<file path="src/rtl/quad_spinner_decoder.sv">
// quad_spinner_decoder: AB quadrature receiver for spinners and encoders.
// Synchronises and deglitches the raw phases, decodes legal Gray steps and gates them by
// the selected resolution. Counted steps are accumulated into a saturating signed
// counter. At the end of each report window a clamped 8-bit delta is emitted with a
// toggle strobe, and any remainder carries into the next window.
// Optional build macro: QUAD_POS_EN adds a 16-bit wrapping absolute position output.
module quad_spinner_decoder #(
    parameter int unsigned FILTER_LEN = 4,
    parameter int unsigned REPORT_DIV = 48000,
    parameter int unsigned CNT_W      = 12
) (
    input  logic        clk_12m,
    input  logic        reset,
    input  logic        ce,
    input  logic        enc_a,
    input  logic        enc_b,
    input  logic [1:0]  div_mode,
    output logic [7:0]  delta,
    output logic        report_toggle,
    output logic        step_stb,
    output logic        step_dir,
`ifdef QUAD_POS_EN
    output logic [15:0] pos,
`endif
    output logic [7:0]  illegal_cnt
);

    localparam int unsigned TMR_W  = (REPORT_DIV > 1) ? $clog2(REPORT_DIV) : 1;
    localparam int unsigned WIDE_W = CNT_W + 2;

    localparam logic [TMR_W-1:0] TMR_LAST = TMR_W'(REPORT_DIV - 1);
    localparam logic [3:0]       FLT_LAST = 4'(FILTER_LEN - 1);

    localparam logic signed [CNT_W-1:0] ACC_MAX  = {1'b0, {(CNT_W-1){1'b1}}};
    localparam logic signed [CNT_W-1:0] ACC_MIN  = {1'b1, {(CNT_W-1){1'b0}}};
    localparam logic signed [CNT_W-1:0] CLAMP_HI = CNT_W'(127);
    localparam logic signed [CNT_W-1:0] CLAMP_LO = CNT_W'(-128);

    localparam logic signed [WIDE_W-1:0] ACC_MAX_W = $signed({2'b00, ACC_MAX});
    localparam logic signed [WIDE_W-1:0] ACC_MIN_W = $signed({2'b11, ACC_MIN});

    // ------------------------------------------------------------------------------------
    // Synchroniser and filter state
    // ------------------------------------------------------------------------------------
    logic [1:0] sync1_q;
    logic [1:0] sync2_q;
    logic [1:0] stable_q;
    logic [1:0] stable_d;
    logic [3:0] flt_cnt_q;
    logic [3:0] flt_cnt_d;
    logic       upd;

    // Decode stage: registered event flags, one cycle after the stable update
    logic       evt_cnt_d;
    logic       evt_cnt_q;
    logic       evt_dir_d;
    logic       evt_dir_q;
    logic       evt_ill_d;
    logic       evt_ill_q;

    // Output stage
    logic                    step_stb_q;
    logic                    step_dir_q;
    logic [7:0]              illegal_cnt_q;
    logic [7:0]              illegal_cnt_d;
    logic signed [CNT_W-1:0] acc_q;
    logic signed [CNT_W-1:0] acc_d;
    logic [TMR_W-1:0]        timer_q;
    logic [TMR_W-1:0]        timer_d;
    logic [7:0]              delta_q;
    logic [7:0]              delta_d;
    logic                    toggle_q;
    logic                    toggle_d;

    // Report arithmetic
    logic                     wrap;
    logic                     report;
    logic signed [7:0]        delta_rep;
    logic signed [WIDE_W-1:0] acc_w;
    logic signed [WIDE_W-1:0] rep_w;
    logic signed [WIDE_W-1:0] step_w;
    logic signed [WIDE_W-1:0] sum_w;

    // Two-flop synchroniser on both raw phases; runs every clock, independent of ce
    always_ff @(posedge clk_12m or posedge reset) begin
        if (reset) begin
            sync1_q <= 2'b11;
            sync2_q <= 2'b11;
        end else begin
            sync1_q <= {enc_a, enc_b};
            sync2_q <= sync1_q;
        end
    end

    // Glitch filter: a new AB value must disagree with the stable value for FILTER_LEN
    // consecutive ce ticks. Comparing against the stable value (not the last sample)
    // means any bounce back to the stable value restarts the count.
    always_comb begin
        stable_d  = stable_q;
        flt_cnt_d = flt_cnt_q;
        upd       = 1'b0;
        if (ce) begin
            if (sync2_q != stable_q) begin
                if (flt_cnt_q >= FLT_LAST) begin
                    stable_d  = sync2_q;
                    flt_cnt_d = 4'd0;
                    upd       = 1'b1;
                end else begin
                    flt_cnt_d = flt_cnt_q + 4'd1;
                end
            end else begin
                flt_cnt_d = 4'd0;
            end
        end
    end

    // Filter state registers
    always_ff @(posedge clk_12m or posedge reset) begin
        if (reset) begin
            stable_q  <= 2'b11;
            flt_cnt_q <= 4'd0;
        end else begin
            stable_q  <= stable_d;
            flt_cnt_q <= flt_cnt_d;
        end
    end

    // Transition decode. Mapping AB to a Gray index {A, A^B} turns the forward sequence
    // 00->01->11->10 into 0->1->2->3, so the index difference gives the direction:
    // +1 forward, -1 (3) reverse, 2 means both bits moved (illegal).
    always_comb begin
        logic [1:0] idx_old;
        logic [1:0] idx_new;
        logic [1:0] idx_diff;
        logic       fwd;
        logic       rev;
        logic       gate;

        idx_old  = {stable_q[1], stable_q[1] ^ stable_q[0]};
        idx_new  = {stable_d[1], stable_d[1] ^ stable_d[0]};
        idx_diff = idx_new - idx_old;
        fwd      = (idx_diff == 2'd1);
        rev      = (idx_diff == 2'd3);

        // Resolution gating looks at the state being arrived at
        case (div_mode)
            2'd0:    gate = 1'b1;
            2'd1:    gate = (stable_d == 2'b00) || (stable_d == 2'b11);
            default: gate = (stable_d == 2'b00);
        endcase

        evt_cnt_d = upd && (fwd || rev) && gate;
        evt_dir_d = fwd;
        evt_ill_d = upd && (idx_diff == 2'd2);
    end

    // Event flags are single-cycle pulses
    always_ff @(posedge clk_12m or posedge reset) begin
        if (reset) begin
            evt_cnt_q <= 1'b0;
            evt_dir_q <= 1'b0;
            evt_ill_q <= 1'b0;
        end else begin
            evt_cnt_q <= evt_cnt_d;
            evt_dir_q <= evt_dir_d;
            evt_ill_q <= evt_ill_d;
        end
    end

    // Report window timer and accumulator next-state. A report and a step in the same
    // cycle are combined so the step always survives into the remainder.
    always_comb begin
        timer_d  = timer_q;
        wrap     = 1'b0;
        if (ce) begin
            if (timer_q == TMR_LAST) begin
                timer_d = '0;
                wrap    = 1'b1;
            end else begin
                timer_d = timer_q + 1'b1;
            end
        end

        report = wrap && (acc_q != '0);

        if (acc_q > CLAMP_HI) begin
            delta_rep = 8'sh7F;
        end else if (acc_q < CLAMP_LO) begin
            delta_rep = 8'sh80;
        end else begin
            delta_rep = acc_q[7:0];
        end

        acc_w = $signed({{2{acc_q[CNT_W-1]}}, acc_q});

        rep_w = '0;
        if (report) begin
            rep_w = $signed({{(WIDE_W-8){delta_rep[7]}}, delta_rep});
        end

        step_w = '0;
        if (evt_cnt_q) begin
            step_w = evt_dir_q ? WIDE_W'(1) : '1;
        end

        sum_w = acc_w - rep_w + step_w;

        if (sum_w > ACC_MAX_W) begin
            acc_d = ACC_MAX;
        end else if (sum_w < ACC_MIN_W) begin
            acc_d = ACC_MIN;
        end else begin
            acc_d = sum_w[CNT_W-1:0];
        end

        delta_d  = delta_q;
        toggle_d = toggle_q;
        if (report) begin
            delta_d  = delta_rep;
            toggle_d = ~toggle_q;
        end

        illegal_cnt_d = illegal_cnt_q;
        if (evt_ill_q && (illegal_cnt_q != 8'hFF)) begin
            illegal_cnt_d = illegal_cnt_q + 8'd1;
        end
    end

    // Step strobe, direction, counters and report outputs
    always_ff @(posedge clk_12m or posedge reset) begin
        if (reset) begin
            step_stb_q    <= 1'b0;
            step_dir_q    <= 1'b0;
            illegal_cnt_q <= 8'd0;
            acc_q         <= '0;
            timer_q       <= '0;
            delta_q       <= 8'd0;
            toggle_q      <= 1'b0;
        end else begin
            step_stb_q    <= evt_cnt_q;
            if (evt_cnt_q) begin
                step_dir_q <= evt_dir_q;
            end
            illegal_cnt_q <= illegal_cnt_d;
            acc_q         <= acc_d;
            timer_q       <= timer_d;
            delta_q       <= delta_d;
            toggle_q      <= toggle_d;
        end
    end

`ifdef QUAD_POS_EN
    logic [15:0] pos_q;

    // Absolute position follows counted steps only and wraps freely
    always_ff @(posedge clk_12m or posedge reset) begin
        if (reset) begin
            pos_q <= 16'd0;
        end else if (evt_cnt_q) begin
            pos_q <= evt_dir_q ? pos_q + 16'd1 : pos_q - 16'd1;
        end
    end

    assign pos = pos_q;
`endif

    assign delta         = delta_q;
    assign report_toggle = toggle_q;
    assign step_stb      = step_stb_q;
    assign step_dir      = step_dir_q;
    assign illegal_cnt   = illegal_cnt_q;

endmodule

</file>
<file path="config.mk">
export PLATFORM = sky130hd
export DESIGN_NAME = quad_spinner_decoder
export DESIGN_NICKNAME = d
export VERILOG_FILES = /design/src/rtl/quad_spinner_decoder.sv
export SDC_FILE = /design/constraint.sdc
export NUM_CORES = 1
export LEC_CHECK = 0
export BUFFER_PORTS_ARGS = -buffer_cell sky130_fd_sc_hd__buf_2
export CORE_MARGIN = 2
export CORE_UTILIZATION = 36
export DETAILED_ROUTE_END_ITERATION = 6
export PLACE_DENSITY = 0.5
export SYNTH_ARGS = -nofsm -noshare
export SYNTH_HDL_FRONTEND = slang
export SYNTH_SLANG_ARGS = --single-unit
</file>
<file path="constraint.sdc">
create_clock -name clk_12m -period 5.18 [get_ports clk_12m]
set_input_delay 1.036 -clock clk_12m [delete_from_list [all_inputs] [get_ports clk_12m]]
set_output_delay 1.036 -clock clk_12m [all_outputs]
set_load 0.02 [all_outputs]
</file>
==> summary.md, run 1 <==
| Metric | Value |
|---|---|
| Status | `complete, no violations` |
| Sequential cell area | `1510 um^2` |
| Number of global-route vias before repair | `2504` |
| Area of the multi-input gates | `1860 um^2` |
| Overall Power | `2.49 mW` |
| Clock latency on the worst-skew pair | `0.34 ns` |
| Synthesized netlist cell count | `360` |
| Worst setup path category | `input port to register` |
| Max frequency | `222 MHz` |
| Maximum net fanout on the critical path | `12` |
| Nets | `434` |
| Critical Path Max Stage Delay | `0.47 ns` |
| Power Dens Cells | `616 nW/um^2` |
| Rel. slew slack | `46.6%` |
| Largest net degree at the start of global routing | `50` |
| Layout cells sized above 1 | `15.2%` |
| Synth top area share | `37.8%` |
| N_diodes | `0` |
| CTS resizes | `0` |
| Via count | `2538` |
| GRT Overall Usage | `14.2%` |
| CTS tree | `done` |
| Crit-path cells | `buf_2, and3_1, nand4_1, nor3_2, buf_4, and2_1, fa_1, inv_1, ha_1, a21oi_2, nand2_1, a221o_1, or3_1, a21oi_1, o22ai_1` |
| Synth area leaders | `dfrtp_1, fa_1, ha_1` |
| Row count | `36` |
| Hold Path Class | `register to register` |
| Grt ovf | `0` |
| Final Wtd Congestion | `0.846` |
| Worst-path clk slew | `0.07 ns` |
| EDFF count, synth | `0` |
| Die H | `104 um` |
| Die width | `104 um` |
| Iter 0 DRT Violations | `93` |
| Cell Area, Synth | `3580 um^2` |
| Worst EP arrival | `4.71 ns` |
| ANT nets after route | `0` |
| Initial Utilization | `36.8%` |
| DIE AREA | `10700 um^2` |
| Pins Over Slew Limit | `0` |
| Layout fillers | `1000` |
| Crit-path slowest cell | `fa_1` |
| Sequential-to-total area share from yosys stat | `42.2%` |
| Port buffer count | `25` |
| Clock Path Buffers | `2` |
| Synth warnings | `0` |
| DRT Pass-1 Iters | `4` |
| Unrepaired setup endpoints after global routing | `no` |
| Commonest register cell after synthesis | `dfrtp_1` |
| Crit start category | `input port` |
| Post-CTS Setup Bufs | `0` |
| Worst IR Drop VDD | `0.560 mV` |
| Root buf cell | `clkbuf_8` |
| Final Critical Period | `4.51 ns` |
| Buf/Inv on CP | `3` |
| Critical path data required time | `5.38 ns` |
| Initial antenna violation count | `0` |
| Slew of the pin with the lowest slew margin | `0.801 ns` |
| CP endpoint kind | `register` |
| Htree depth | `3` |
| CTS sink count | `60` |
| Detailed-route wire length per cell | `13.4 um` |
| Num CTS Buffers | `9` |
| Syn nets | `398` |
| Core Footprint | `9730 um^2` |
| Tcrit/Tclk final | `87.0%` |
| Fin. Hold Viols | `0` |
| Maxcap violations | `0` |
| Post-synth ARST share | `100%` |
| P_leak | `2.01 nW` |
| Vias/cell | `4.75` |
| First-pass GRT wire length | `12.2 mm` |
| Post-synth top area cell | `dfrtp_1` |
| Syn_area_per_cell | `9.93 um^2` |
| Hold Slack | `0.356 ns` |
| Setup TNS | `0 ns` |
| Yosys reg bits | `60` |
| Routed WL | `7.14 mm` |
| Netlist cell types | `50` |
| DP HPWL | `5.55 mm` |
| # IOs | `26` |
| Setup Skew | `0.00864 ns` |
| # DRC | `0` |
| Area delta synth->final | `12.9%` |
| Final setup fails | `0` |
| Hold-fix buffers at CTS | `0` |
| Crit-path leading delay family | `simple AND/OR/NAND/NOR gates` |
## worst paths after layout
check                      startpoint           to  slack [ns]  depth (start not counted)
hold reg to reg            sync1_q[1]   sync2_q[1]        0.36                          0
min in group asynchronous       reset  timer_q[10]        0.62                          2
setup reg to reg           timer_q[7]     acc_q[3]        0.79                         14
setup / recovery                   ce     acc_q[3]        0.67                         15
hold / removal             sync1_q[1]   sync2_q[1]        0.36                          0
max in group asynchronous       reset     acc_q[5]        3.70                          3
## per-stage QoR
stage	worst slack, ns	instances	instance area (um^2)	util (%)
floorplan	0.680	360	3580	-
global placement	0.337	518	3870	39.8
detailed placement	0.311	518	3870	39.8
CTS	0.650	534	4040	41.5
global route	0.379	534	4040	41.5
finish	0.671	534	4040	41.5
## cell usage after synthesis (2+ instances only)
| library cell | number |
|---|---|
| mux2i_1 | 3 |
| nand3b_1 | 2 |
| nand3_1 | 10 |
| dfrtp_1 | 54 |
| or3_1 | 4 |
| o21a_1 | 4 |
| nand4_1 | 10 |
| a21oi_1 | 12 |
| dfstp_2 | 6 |
| o21ai_0 | 9 |
| xnor2_1 | 21 |
| o22ai_1 | 5 |
| nor3_1 | 7 |
| nor2b_1 | 4 |
| xor2_1 | 15 |
| mux2_2 | 3 |
| and3_1 | 7 |
| nand2_1 | 23 |
| a21o_1 | 6 |
| nor2_1 | 36 |
| clkbuf_1 | 2 |
| fa_1 | 12 |
| a211o_1 | 2 |
| a31o_2 | 2 |
| inv_1 | 48 |
| a32o_1 | 2 |
| a31oi_1 | 6 |
| nand2b_1 | 3 |
| and2_1 | 2 |
| nand4b_1 | 2 |
| ha_1 | 19 |
## final cells by class
type                       count  area share, %
tap                          133           4.12
multi-input combinational    248           46.2
timing repair buffer          29           3.84
clock inverter                 2          0.248
clock buffer                  14           3.78
inverter                      48           4.46
sequential                    60           37.4
## per-layer routing
metal  vias up  global-route usage [%]  routed length (um)
li1       1292                       -                   -
met1      1205                    19.2                3580
met2        30                    22.5                3280
met3        11                    2.52                 152
met4         0                    6.37                 129
met5         -                       0                   0
## power breakdown
| group | switching, mW | internal [mW] | total [mW] |
|---|---|---|---|
| clock network | 0.177 | 0.186 | 0.363 |
| registers | 0.0892 | 0.592 | 0.682 |
| logic | 0.842 | 0.600 | 1.44 |
| total | 1.11 | 1.38 | 2.49 |
## flip-flops by register name, summed over array words and instances (netlist names)
register and flops:
acc_q 12, delta 8, evt_cnt_q 1, evt_dir_q 1, evt_ill_q 1, flt_cnt_q 4, illegal_cnt 8, report_toggle 1
stable_q 2, step_dir 1, step_stb 1, sync1_q 2, sync2_q 2, timer_q 16
## cell families after synthesis
logic type | count (synthesis) | share of synthesized area, %
simple gates | 116 | 16.3
flops | 60 | 42.2
compound gates | 58 | 11.4
buf+inv | 52 | 5.70
xor+xnor | 36 | 8.82
fa+ha+maj | 31 | 13.4
mux | 7 | 2.17
## placed cells by master, fill, tap and decap left out, types with 9 or more instances in the layout
master,count
clkbuf_8,10
xnor2_1,21
buf_2,25
nor2_1,36
nand2_1,23
ha_1,19
o21ai_0,9
a21oi_1,12
fa_1,12
xor2_1,15
dfrtp_1,54
nand4_1,10
inv_1,47
nand3_1,10
## worst register-to-register path, delay by kind of cell (launching register included)
kind | cells | cell delay [ns]
and+or+nand+nor | 6 | 1.70
buffers and inverters | 2 | 0.29
AOI/OAI and AO/OA | 4 | 1.05
adders and majority gates | 2 | 0.77
DFF | 1 | 0.45
(Power assumes the default switching activity.)
==> run 2: changes to the inputs <==
--- a/config.mk
+++ b/config.mk
@@ -6,10 +6,13 @@
 export NUM_CORES = 1
 export LEC_CHECK = 0
 export BUFFER_PORTS_ARGS = -buffer_cell sky130_fd_sc_hd__buf_2
+export CELL_PAD_IN_SITES_DETAIL_PLACEMENT = 1
+export CELL_PAD_IN_SITES_GLOBAL_PLACEMENT = 1
 export CORE_MARGIN = 2
 export CORE_UTILIZATION = 36
 export DETAILED_ROUTE_END_ITERATION = 6
-export PLACE_DENSITY = 0.5
+export PLACE_DENSITY = 0.61
+export REMOVE_ABC_BUFFERS = 1
 export SYNTH_ARGS = -nofsm -noshare
 export SYNTH_HDL_FRONTEND = slang
 export SYNTH_SLANG_ARGS = --single-unit
==> run 2 against run 1 <==
Global-route usage grew 1.6 points. Cell count unchanged. Wire length grew 10%. Worst setup slack got worse by 0.074 ns. Largest cell class unchanged.
==> summary.md, run 2 (synthesis results as in run 1) <==
| Metric | Value |
|---|---|
| CTS tree | `done` |
| Worst IR Drop VDD | `0.281 mV` |
| Maximum net fanout on the critical path | `12` |
| Via count | `2610` |
| CP endpoint kind | `register` |
| Layout cells sized above 1 | `16.2%` |
| Initial Utilization | `36.8%` |
| Biggest regs | `timer_q (16), acc_q (12)` |
| Worst reg2reg startpoint | `timer_q[7]` |
| Unrepaired setup endpoints after global routing | `no` |
| Top reg by flops | `timer_q` |
| Worst slack, placed | `0.249 ns` |
| Critical Path Max Stage Delay | `0.48 ns` |
| Routed WL | `7.85 mm` |
| Final Wtd Congestion | `0.791` |
| Worst setup path category | `input port to register` |
| Core Footprint | `9730 um^2` |
| Die width | `104 um` |
| Tcrit/Tclk final | `88.5%` |
| Max frequency | `218 MHz` |
| Status | `complete, no violations` |
| Post-CTS Setup Bufs | `0` |
| Rel. slew slack | `44.6%` |
| Cell count along the critical path | `15` |
| Detailed-route wire length per cell | `14.7 um` |
| Clock latency on the worst-skew pair | `0.34 ns` |
| FF-to-FF path depth | `14` |
| Largest net degree at the start of global routing | `61` |
| Setup Skew | `0.00665 ns` |
| Num CTS Buffers | `9` |
| Power Dens Cells | `638 nW/um^2` |
| Hold-fix buffers at CTS | `0` |
| Vias/cell | `4.89` |
| Number of global-route vias before repair | `2780` |
| Worst R2R End | `acc_q[0]` |
| Slew of the pin with the lowest slew margin | `0.831 ns` |
| Buf/Inv on CP | `3` |
| Critical path data required time | `5.38 ns` |
| Commonest non-fill, non-tap cell in the layout | `dfrtp_1` |
| CP startpoint | `ce` |
| GRT Overall Usage | `15.9%` |
| Worst EP arrival | `4.79 ns` |
| DIE AREA | `10700 um^2` |
| Die H | `104 um` |
| Crit-path leading delay family | `simple AND/OR/NAND/NOR gates` |
| Htree depth | `3` |
| Crit-path slowest cell | `fa_1` |
| Layout fillers | `1151` |
| N_diodes | `0` |
| Area delta synth->final | `14.5%` |
| Maxcap violations | `0` |
| # IOs | `26` |
| CTS resizes | `0` |
| Hold Path Class | `register to register` |
| Setup WS post-layout | `0.597 ns` |
| Final Critical Period | `4.58 ns` |
| Nets | `434` |
| Port buffer count | `25` |
| Final setup fails | `0` |
| Crit start category | `input port` |
| First-pass GRT wire length | `13.8 mm` |
| Reg-to-reg setup timing slack | `0.71 ns` |
| Crit path to | `acc_q[0]` |
| Iter 0 DRT Violations | `65` |
| Initial antenna violation count | `0` |
| Grt ovf | `0` |
| Setup TNS | `0 ns` |
| ANT nets after route | `0` |
| # DRC | `0` |
| Root buf cell | `clkbuf_8` |
| Fin. Hold Viols | `0` |
| Hold path depth | `0` |
| DRT Pass-1 Iters | `4` |
| Clock Path Buffers | `2` |
| Most frequent cells in the layout | `dfrtp_1, inv_1, nor2_1` |
| DP HPWL | `6.09 mm` |
| Worst-path clk slew | `0.07 ns` |
| CTS sink count | `60` |
| Pins Over Slew Limit | `0` |
| Row count | `36` |
| P_leak | `2.04 nW` |
| Crit-path cells | `buf_2, and3_1, nand4_1, nor3_2, buf_4, and2_1, fa_1, inv_1, ha_1, a21oi_2, nand2_1, a221o_1, or3_1, a21oi_1, o22ai_1` |
| Largest register FFs | `16` |
## run 2: cell types whose count changed in the layout (fill, tap and decap cells not counted)
cell | previous run | this run
clkinvlp_4 | 0 | 1
clkinv_2 | 2 | 1
bufinv_16 | 0 | 1
clkbuf_8 | 10 | 13
clkbuf_1 | 4 | 0
## run 2: worst min-delay path by stage
stage | startpoint | to | slack (ns)
2_1_floorplan | sync1_q[0] | sync2_q[0] | 0.35
3_3_place_gp | sync1_q[0] | sync2_q[0] | 0.35
3_5_place_dp | sync1_q[0] | sync2_q[0] | 0.35
4_1_cts | sync1_q[0] | sync2_q[0] | 0.36
5_1_grt | sync1_q[1] | sync2_q[1] | 0.36
6_report | sync1_q[0] | sync2_q[0] | 0.36
## run 2: cell type report
cell class	count	area (um^2)	share of cell area (%)
clock buffer	13	179	4.37
sequential	60	1510	36.8
inverter	48	180	4.40
tap	133	166	4.06
multi-input combinational	248	1860	45.5
clock inverter	3	42.5	1.04
timing repair buffer	29	155	3.79
## run 2: worst register-to-register path, stage by stage (launching register included)
cell	delay, ns
dfrtp_1	0.45
nand4b_1	0.19
or4b_1	0.50
nor3_2	0.16
buf_4	0.23
and2_1	0.35
fa_1	0.48
inv_1	0.07
ha_1	0.31
a21oi_2	0.27
nand2_1	0.07
a221o_1	0.31
or3_1	0.43
a21oi_1	0.38
o22ai_1	0.14
## run 2: layer usage
layer	global-route usage [%]	vias to the layer above	wire length, um
li1	-	1293	-
met1	21.5	1286	3910
met2	25.5	22	3690
met3	2.20	9	116
met4	6.95	0	141
met5	0	-	0
## run 2: stage by stage
stage	power, mW	instance area [um^2]	hold slack, ns	cells	utilization [%]
2_1_floorplan	1.81	3550	0.345	356	-
3_3_place_gp	2.13	3870	0.345	518	39.8
3_5_place_dp	2.17	3870	0.347	518	39.8
4_1_cts	2.64	4100	0.357	534	42.1
5_1_grt	2.87	4100	0.359	534	42.1
6_report	2.61	4100	0.356	534	42.1
## run 2: power by group
group	internal, mW	switching (mW)	total [mW]
combinational	0.604	0.866	1.47
sequential	0.592	0.0895	0.682
clock	0.274	0.187	0.461
==> run 3: changes to the inputs <==
--- a/config.mk
+++ b/config.mk
@@ -8,10 +8,9 @@
 export BUFFER_PORTS_ARGS = -buffer_cell sky130_fd_sc_hd__buf_2
 export CELL_PAD_IN_SITES_DETAIL_PLACEMENT = 1
 export CELL_PAD_IN_SITES_GLOBAL_PLACEMENT = 1
-export CORE_MARGIN = 2
-export CORE_UTILIZATION = 36
+export CORE_UTILIZATION = 32
 export DETAILED_ROUTE_END_ITERATION = 6
-export PLACE_DENSITY = 0.61
+export PLACE_DENSITY = 0.56
 export REMOVE_ABC_BUFFERS = 1
 export SYNTH_ARGS = -nofsm -noshare
 export SYNTH_HDL_FRONTEND = slang
==> run 3 against run 2 <==
Via count grew 1.2%. Clock skew grew 0.0054 ns. Fmax grew 0.19%. Sequential power is essentially flat. Power shrank 1.4%. Cell area shrank 0.31%. Wire length grew 2.8%. Global-route usage is essentially flat. Clock-buffer cell count shrank 4. Clock power shrank 7.6%. Largest power group unchanged.
==> summary.md, run 3 (synthesis results as in run 1) <==
| Metric | Value |
|---|---|
| Post-CTS Setup Bufs | `0` |
| Hold Path Class | `register to register` |
| Largest net degree at the start of global routing | `61` |
| Min-delay src | `sync1_q[0]` |
| Iter 0 DRT Violations | `107` |
| Layout fillers | `1276` |
| Slew of the pin with the lowest slew margin | `0.838 ns` |
| Clock Path Buffers | `2` |
| Fin. Hold Viols | `0` |
| Area delta synth->final | `14.2%` |
| Setup TNS | `0 ns` |
| Largest register FFs | `16` |
| Htree depth | `3` |
| Final core occ | `37.7%` |
| Number of global-route vias before repair | `2804` |
| # IOs | `26` |
| Setup Skew | `0.0121 ns` |
| Reg-to-reg setup timing slack | `0.71 ns` |
| Row count | `38` |
| Rel. slew slack | `44.2%` |
| CTS tree | `done` |
| Grt ovf | `0` |
| Initial antenna violation count | `0` |
| Max frequency | `219 MHz` |
| First-pass GRT wire length | `14.2 mm` |
| Worst reg2reg startpoint | `timer_q[7]` |
| Root buf cell | `clkbuf_8` |
| Sequential cell area | `1510 um^2` |
| Hold-fix buffers at CTS | `0` |
| Unrepaired setup endpoints after global routing | `no` |
| Nets | `434` |
| FF-to-FF path depth | `14` |
| Status | `complete, no violations` |
| Power Dens Cells | `631 nW/um^2` |
| Vias/cell | `4.88` |
| Worst R2R End | `acc_q[5]` |
| Routed WL | `8.07 mm` |
| DP HPWL | `6.23 mm` |
| Top reg by flops | `timer_q` |
| Via count | `2642` |
| Post-route cell area | `4080 um^2` |
| Most frequent cells in the layout | `dfrtp_1, inv_1, nor2_1` |
| Biggest regs | `timer_q (16), acc_q (12)` |
| Die H | `108 um` |
| CTS resizes | `0` |
| P_leak | `2.02 nW` |
| Initial Utilization | `33.0%` |
| CTS sink count | `60` |
| GRT Overall Usage | `15.9%` |
| Placed cell areas | `3880 um^2` |
| Critical path data required time | `5.38 ns` |
| Worst-path clk slew | `0.07 ns` |
| DRT Pass-1 Iters | `4` |
| Critical Path Max Stage Delay | `0.46 ns` |
| Worst setup path category | `input port to register` |
| # DRC | `0` |
| Crit-path cells | `buf_2, and3_1, nand4_1, nor3_2, nand3_1, nor2_1, fa_1, inv_1, ha_1, nor2b_4, o31a_1, a32o_1, or3_1, a21oi_1, o22ai_1` |
| Worst IR Drop VDD | `0.319 mV` |
| Num CTS Buffers | `9` |
| Maximum net fanout on the critical path | `7` |
| Crit-path slowest cell | `or3_1` |
| Commonest non-fill, non-tap cell in the layout | `dfrtp_1` |
| Crit start category | `input port` |
| Clock latency on the worst-skew pair | `0.34 ns` |
| Area of the multi-input gates | `1860 um^2` |
| Worst EP arrival | `4.77 ns` |
| DIE AREA | `11600 um^2` |
| Pins Over Slew Limit | `0` |
| ANT nets after route | `0` |
| Core Footprint | `10800 um^2` |
| Final Critical Period | `4.57 ns` |
| Die width | `108 um` |
| Sink of the worst hold path | `sync2_q[0]` |
| Maxcap violations | `0` |
| Layout cells sized above 1 | `16.2%` |
| Port buffer count | `25` |
| Detailed-route wire length per cell | `14.9 um` |
| Tcrit/Tclk final | `88.3%` |
| Final setup fails | `0` |
| N_diodes | `0` |
| CP endpoint kind | `register` |
| Hold path depth | `0` |
| Final Wtd Congestion | `0.751` |
[run 3: cell types whose count changed in the layout (fill, tap and decap cells not counted), sizes merged]
cell	before	now
clkinvlp	1	2
inv	48	49
clkbuf	13	9
clkinv	1	3
[run 3: layout make-up]
type	instances	area share, %
repair buffers	29	3.80
clock inverters	7	1.87
clock buffers	9	3.03
well taps	140	4.29
inverters	48	4.41
flip-flops and latches	60	37.0
multi-input cells	248	45.6
[run 3: how the worst max path moves through the flow]
stage                      endpoint  startpoint  slack [ns]  cells past startpoint
final                      acc_q[5]          ce        0.61                     15
after global routing       acc_q[5]          ce        0.24                     15
after CTS                  acc_q[3]          ce        0.59                     15
after detailed placement   acc_q[3]          ce        0.26                     15
after global placement    acc_q[10]          ce        0.29                     15
after floorplan            acc_q[0]          ce        0.34                     14
[run 3: layer usage]
layer | track usage, % | share of wire (%) | vias to the layer above
li1 | - | - | 1293
met5 | 0 | 0 | -
met3 | 2.24 | 2.3 | 6
met1 | 22.4 | 50 | 1312
met4 | 5.58 | 0.93 | 0
met2 | 24.7 | 47 | 31
[run 3: through the flow]
stage	instances	power, mW	hold slack, ns	setup WS [ns]
2_1_floorplan	356	1.81	0.345	0.343
3_3_place_gp	525	2.14	0.346	0.290
3_5_place_dp	525	2.16	0.349	0.259
4_1_cts	541	2.61	0.360	0.588
5_1_grt	541	2.84	0.362	0.236
6_report	541	2.58	0.359	0.606
[run 3: power by group]
group | internal (mW) | total, mW | switching (mW)
Combinational | 0.602 | 1.47 | 0.866
Clock | 0.224 | 0.426 | 0.201
Sequential | 0.592 | 0.683 | 0.0916
Total | 1.42 | 2.58 | 1.16
[run 3: worst max-delay path: cells and delay by family]
| kind | cells | cell delay, ns |
|---|---|---|
| buffers and inverters | 2 | 0.17 |
| AOI/OAI and AO/OA | 4 | 1.08 |
| adders and majority gates | 2 | 0.72 |
| and+or+nand+nor | 7 | 1.76 |
